## src/rtl/traffic_pkg.sv

```systemverilog
// Shared codes for the T-junction signal group: phases, sub-states, lamp patterns and FSM states.
package traffic_pkg;

   localparam logic [1:0] PH0 = 2'd0;
   localparam logic [1:0] PH1 = 2'd1;
   localparam logic [1:0] PH2 = 2'd2;

   localparam logic [1:0] SS_RY = 2'd0;
   localparam logic [1:0] SS_G  = 2'd1;
   localparam logic [1:0] SS_Y  = 2'd2;
   localparam logic [1:0] SS_R  = 2'd3;

   localparam logic [2:0] LAMP_RED        = 3'b100;
   localparam logic [2:0] LAMP_YELLOW     = 3'b010;
   localparam logic [2:0] LAMP_GREEN      = 3'b001;
   localparam logic [2:0] LAMP_RED_YELLOW = 3'b110;

   typedef enum logic [2:0] {
      StHold,
      StRy,
      StG,
      StY,
      StR,
      StPreempt
   } fsm_state_e;

   function automatic logic [2:0] phase_mask(input logic [1:0] p);
      return 3'b001 << p;
   endfunction

   function automatic logic [1:0] next_phase(input logic [1:0] p);
      return (p == PH2) ? PH0 : p + 2'd1;
   endfunction

   function automatic logic [1:0] state_sub_code(input fsm_state_e s);
      logic [1:0] code;
      case (s)
         StRy:    code = SS_RY;
         StG:     code = SS_G;
         StY:     code = SS_Y;
         default: code = SS_R;
      endcase
      return code;
   endfunction

   function automatic logic [2:0] sub_to_lamp(input logic [1:0] sub);
      logic [2:0] lamp;
      case (sub)
         SS_RY:   lamp = LAMP_RED_YELLOW;
         SS_G:    lamp = LAMP_GREEN;
         SS_Y:    lamp = LAMP_YELLOW;
         default: lamp = LAMP_RED;
      endcase
      return lamp;
   endfunction

endpackage

```

## src/rtl/traffic_rr_select.sv

```systemverilog
// Round-robin pick of the next phase with latched demand, starting after the current phase.
module traffic_rr_select
   import traffic_pkg::*;
(
   input  logic [2:0] pending,
   input  logic [1:0] cur_phase,
   output logic [1:0] sel_phase,
   output logic       any_pending
);

   logic [1:0] cand1;
   logic [1:0] cand2;

   always_comb begin
      cand1       = next_phase(cur_phase);
      cand2       = next_phase(cand1);
      any_pending = |pending;
      if (|(pending & phase_mask(cand1))) begin
         sel_phase = cand1;
      end else if (|(pending & phase_mask(cand2))) begin
         sel_phase = cand2;
      end else begin
         // Current phase is searched last; an invalid code falls back to phase 0.
         sel_phase = (cur_phase == 2'd3) ? PH0 : cur_phase;
      end
   end

endmodule

```

## src/rtl/traffic_phase_scheduler.sv

```systemverilog
// Demand-actuated phase sequencer: latches detector requests, serves phases round-robin,
// bounds green between min/max and forces all-red on emergency preemption.
module traffic_phase_scheduler
   import traffic_pkg::*;
#(
   parameter int unsigned TW    = 5,
   parameter int unsigned RY_T  = 2,
   parameter int unsigned MIN_G = 4,
   parameter int unsigned MAX_G = 12,
   parameter int unsigned Y_T   = 2,
   parameter int unsigned R_T   = 1
) (
   input  logic       clk,
   input  logic       rst,
   input  logic       tick,
   input  logic [2:0] req,
   input  logic       preempt,
   output logic [1:0] phase,
   output logic [1:0] sub_state,
   output logic       all_red,
   output logic [2:0] pending
);

   localparam logic [TW-1:0] RY_LAST  = TW'(RY_T - 1);
   localparam logic [TW-1:0] MIN_LAST = TW'(MIN_G - 1);
   localparam logic [TW-1:0] MAX_LAST = TW'(MAX_G - 1);
   localparam logic [TW-1:0] Y_LAST   = TW'(Y_T - 1);
   localparam logic [TW-1:0] R_LAST   = TW'(R_T - 1);

   fsm_state_e    state;
   fsm_state_e    state_d;
   logic [TW-1:0] timer;
   logic [TW-1:0] timer_d;
   logic [TW-1:0] timer_inc;
   logic [1:0]    phase_d;
   logic [1:0]    last_phase;
   logic [1:0]    sel_phase;
   logic          any_pending;
   logic          other_pending;
   logic          own_req;
   logic          clr_pend;

   traffic_rr_select u_rr_select (
      .pending     (pending),
      .cur_phase   (last_phase),
      .sel_phase   (sel_phase),
      .any_pending (any_pending)
   );

   always_comb begin
      state_d       = state;
      phase_d       = phase;
      timer_d       = timer;
      clr_pend      = 1'b0;
      timer_inc     = (timer == '1) ? timer : timer + 1'b1;
      other_pending = |(pending & ~phase_mask(phase));
      own_req       = |(req & phase_mask(phase));
      unique case (state)
         StHold: begin
            if (preempt) begin
               state_d = StPreempt;
            end else if (tick && any_pending) begin
               state_d = StRy;
               phase_d = sel_phase;
            end
         end
         StPreempt: begin
            if (!preempt && tick) begin
               if (any_pending) begin
                  state_d = StRy;
                  phase_d = sel_phase;
               end else begin
                  state_d = StHold;
               end
            end
         end
         StRy: begin
            if (preempt) begin
               state_d = StY;
            end else if (tick) begin
               if (timer == RY_LAST) begin
                  state_d  = StG;
                  clr_pend = 1'b1;
               end else begin
                  timer_d = timer_inc;
               end
            end
         end
         StG: begin
            // Preempt is checked before tick so a coincident tick cannot extend green.
            if (preempt) begin
               state_d = StY;
            end else if (tick) begin
               if (other_pending && (timer >= MIN_LAST) && (!own_req || (timer >= MAX_LAST))) begin
                  state_d = StY;
               end else begin
                  timer_d = timer_inc;
               end
            end
         end
         StY: begin
            if (tick) begin
               if (timer == Y_LAST) begin
                  state_d = StR;
               end else begin
                  timer_d = timer_inc;
               end
            end
         end
         StR: begin
            if (tick) begin
               if (timer == R_LAST) begin
                  if (preempt) begin
                     state_d = StPreempt;
                  end else if (any_pending) begin
                     state_d = StRy;
                     phase_d = sel_phase;
                  end else begin
                     state_d = StHold;
                  end
               end else begin
                  timer_d = timer_inc;
               end
            end
         end
         default: begin
            state_d = StHold;
         end
      endcase
      if (state_d != state) begin
         timer_d = '0;
      end
   end

   // last_phase starts at PH2 so the first service after reset lands on phase 0.
   always_ff @(posedge clk or posedge rst) begin
      if (rst) begin
         state      <= StHold;
         phase      <= PH0;
         last_phase <= PH2;
         sub_state  <= SS_R;
         all_red    <= 1'b1;
         timer      <= '0;
         pending    <= 3'b111;
      end else begin
         state     <= state_d;
         phase     <= phase_d;
         timer     <= timer_d;
         sub_state <= state_sub_code(state_d);
         all_red   <= (state_d == StHold) || (state_d == StPreempt);
         if (state_d == StRy && state != StRy) begin
            last_phase <= phase_d;
         end
         if (clr_pend) begin
            pending <= (pending | req) & ~phase_mask(phase);
         end else begin
            pending <= pending | req;
         end
      end
   end

endmodule
```

## config.mk

```make
export PLATFORM = sky130hd
export DESIGN_NAME = traffic_phase_scheduler
export DESIGN_NICKNAME = d
export VERILOG_FILES = /design/src/rtl/traffic_pkg.sv /design/src/rtl/traffic_rr_select.sv /design/src/rtl/traffic_phase_scheduler.sv
export SDC_FILE = /design/constraint.sdc
export NUM_CORES = 1
export LEC_CHECK = 0
export ABC_AREA = 1
export CAP_MARGIN = 20
export CORE_ASPECT_RATIO = 1.25
export CORE_MARGIN = 4
export CORE_UTILIZATION = 62
export CTS_BUF_LIST = sky130_fd_sc_hd__clkbuf_16
export CTS_CLUSTER_SIZE = 24
export DETAILED_ROUTE_END_ITERATION = 8
export DONT_BUFFER_PORTS = 1
export PLACE_DENSITY = 0.78
export SETUP_SLACK_MARGIN = 0.4
export SYNTH_ARGS = -nofsm -noshare
export SYNTH_HDL_FRONTEND = slang
export SYNTH_SLANG_ARGS = --single-unit
```

## constraint.sdc

```tcl
create_clock -name clk -period 2.2 [get_ports clk]
set_input_delay 0.44 -clock clk [delete_from_list [all_inputs] [get_ports clk]]
set_output_delay 0.44 -clock clk [all_outputs]
set_load 0.02 [all_outputs]
```

==> impl_metrics.csv <==
group,metric,value,unit
floorplan,pin_count,15,
power,irDropWorstVdd,0.00129,V
critical_path,worst_setup_path_end_kind,"flop",
cts,cts_buffers,3,
critical_path,rr_startpoint,"timer[0]",
yosys,syn_inst,194,
detailed_routing,dr_total_vias,1332,
critical_path,cp-start-kind,"flop",
place,place.gp.congestion,0.872,
timing,fin_crit_sh,80.2,%
timing,holdWs,0.169,ns
timing,slew_violations,0,
power,power,2.10,mW
yosys,ys_warn_count,0,
timing,fin_crit,1.76,ns
global_routing,grt_usage,22.0,%
global_routing,overflow,0,
yosys,synth-simple-area-share,47.3,%
global_routing,antenna_found_initial,0,
global_routing,met2_usage,42.0,%
cts,cts-root-buf,"clkbuf_16",
place,post_dp_cell_area,0.00139,sq mm
critical_path,r2r_end,"timer[3]",
cts,htreeDepth,1,
finish,finalNetCount,212,
yosys,synth.area.top_cells,"dfrtp_1, dfstp_2, nand2_1, nand3_1, nor2_1",
yosys,synth_cell_types,24,
critical_path,critPathTopFamily,"simple AND/OR/NAND/NOR gates",
critical_path,crit_type,"flop to flop",
timing,slew_headroom,55.9,%
floorplan,initial_core_util,66.7,%
floorplan,core,0.00205,sq mm
yosys,synthMuxAreaShare,0,%
detailed_routing,routed_wl,3.33,mm
worst_hold_path,worstHoldPathType,"input pin to async pin",
floorplan,die_w,50.0,microns
yosys,synthAdderAreaFrac,3.66,%
finish,design_area,0.00158,sq mm
detailed_routing,drtPass1Iterations,4,
yosys,yosysSeqAreaShare,33.6,%
floorplan,rows,18,
global_routing,grt_max_degree,19,
detailed_routing,drtIter0Drc,84,
cts,cts_sinks,18,
cts,clock_path_buffers,2,
yosys,ys_async_sr_fraction,100,%
power,leakage,0.780,nW
timing,hold_viol_final,0,
yosys,synth-compound-area-share,7.23,%
cts,clock_latency,0.25,ns
critical_path,cp.arrival,1.90,ns
yosys,ys_ff_latch,18,
critical_path,reg2regPathDepth,11,
detailed_routing,post_drt_wl_per_cell,14.5,microns
place,dp_hpwl,2.20,mm
yosys,synth_top_area_cell,"dfrtp_1",
critical_path,regToRegSetupSlack,0.44,ns
flow_run,cap_violations,0,
finish,multiInputGateArea,872,sq um
critical_path,critical-path-slowest-cell,"dfrtp_2",
critical_path,worstPathCellList,"buf_4 > ha_2 > inv_1 > nor2_1 > nand3_1 > nand2_2 > nand3_4 > nor2_4 > nand3_1 > nand3_4 > nor2_2",
detailed_routing,viasPerCell,5.79,
finish,seqCellArea,464,sq um
global_routing,grt_pass1_wl,5.06,mm
finish,final_util,76.9,%
cts,clk_pin_slew_worst_paths,0.05,ns
global_routing,top_usage_layer,"met2",
cts,cts.hold.buffers_added,0,
global_routing,globalRouteMet1Util,24.8,%
yosys,synth_top_family_by_area,"simple AND/OR/NAND/NOR gates",
critical_path,critical-path-max-stage-delay,0.42,ns
detailed_routing,ant_nets,0,
critical_path,critPathBufInv,2,
detailed_routing,post-route-drc-count,0,
global_routing,use_met3,3.93,%
status,status,"finished clean",
timing,worst_slew_pin_slew,0.661,ns
cts,cts_tree,"done",
place,portBuffers,0,
yosys,postSynthAreaPerCell,7.05,sq um
floorplan,die_area,0.00303,sq mm
global_routing,grt_pass1_vias,1167,
yosys,synthTopCellsByCount,"nand2_1, nor2_1, inv_1, nand3_1, dfrtp_1",
timing,timing.setup.tns,0,ns
critical_path,cp_data_required_time,2.34,ns
timing,fin_skew,0.00458,ns
power,power_density,1330,mW/mm^2
finish,layout-drive-gt1-share,32.5,%
yosys,synth.top_cell.area_share,20.1,%
timing,rsz0062_at_grt,"true",
yosys,synthXorXnorAreaFrac,0,%
yosys,synthesis.area,0.00137,sq mm
timing,fmax,0.567,GHz
yosys,synth_edf_count,0,
finish,fillers,152,
critical_path,crit_fanout,5,
yosys,ys.flop_type,"dfrtp_1",
floorplan,die_h,60.5,microns
yosys,synth_fp_nets,205,
finish,diodes,0,
yosys,yosysMostFrequentCell,"nand2_1",
timing,setup_viol,0,
finish,syn_to_final_growth,15.3,%
area by class of cell:
| class | count | share of cell area [%] |
|---|---|---|
| repair buffers | 3 | 1.43 |
| multi-input cells | 148 | 55.3 |
| flip-flops and latches | 18 | 29.4 |
| clock inverters | 1 | 0.238 |
| inverters | 27 | 6.43 |
| well taps | 30 | 2.38 |
| clock buffers | 3 | 4.76 |
power breakdown:
part           switching (mW)  internal [mW]  total [mW]
combinational           0.693          0.370        1.06
sequential              0.200          0.469       0.668
clock                   0.123          0.242       0.364
total                    1.02           1.08        2.10
worst register-to-register path: cells and delay by family (launching register included):
family,cells,cell delay [ns]
flops,1,0.42
buf+inv,2,0.17
fa+ha+maj,1,0.17
simple gates,8,0.90
placed cells by master, fill, tap and decap left out:
master     instances
nand2_1           44
inv_1             20
nand3_1           20
nor2_1            19
nor2_2            10
inv_2              8
nand3_2            8
nand2_2            7
dfstp_2            7
dfrtp_1            7
nor2_4             6
o21ai_0            6
nand4_1            4
a21oi_1            4
dfrtp_2            4
a31oi_1            3
clkbuf_16          3
buf_4              3
nor3_1             2
o21ai_1            2
nand2_4            2
nand3_4            2
ha_2               2
a22oi_1            1
o31ai_1            1
nand3b_1           1
nand3b_2           1
a21oi_2            1
ha_1               1
ha_4               1
sequential cells by signal, summed over array words and instances (netlist names):
signal      flops
phase           2
sub_state       2
last_phase      2
pending         3
timer           5
state           3
all_red         1
through the flow:
stage	cells	setup slack (ns)
3_5_place_dp	223	0.417
5_1_grt	230	0.323
4_1_cts	228	0.416
2_1_floorplan	194	0.555
6_report	230	0.436
3_3_place_gp	223	0.483
how the worst max path moves through the flow:
| stage | start | slack (ns) | endpoint | cells after the start |
|---|---|---|---|---|
| 6_report | timer[0] | 0.44 | timer[3] | 11 |
| 5_1_grt | state[0] | 0.32 | timer[3] | 8 |
| 4_1_cts | timer[0] | 0.42 | timer[2] | 11 |
| 3_5_place_dp | timer[0] | 0.42 | timer[2] | 11 |
| 3_3_place_gp | timer[0] | 0.48 | timer[4] | 12 |
| 2_1_floorplan | timer[0] | 0.56 | timer[4] | 12 |
routing by layer:
layer | routed length (microns) | vias to the layer above
met1 | 1240 | 602
met5 | 0 | -
met4 | 102 | 0
met2 | 1750 | 71
li1 | - | 645
met3 | 237 | 14
repair_timing:
action | 4_1_cts | 5_1_grt
pin swaps | 1 | 8
gates resized for setup | 2 | 29
setup endpoints to repair | 4 | 11
setup buffers | 1 | 2
cloned | 0 | 0
cells by family after synthesis:
logic type | Yosys count
and+or+nand+nor | 126
buffers and inverters | 28
AOI/OAI and AO/OA | 18
DFF | 18
adders and majority gates | 4
(Power assumes the default switching activity.)
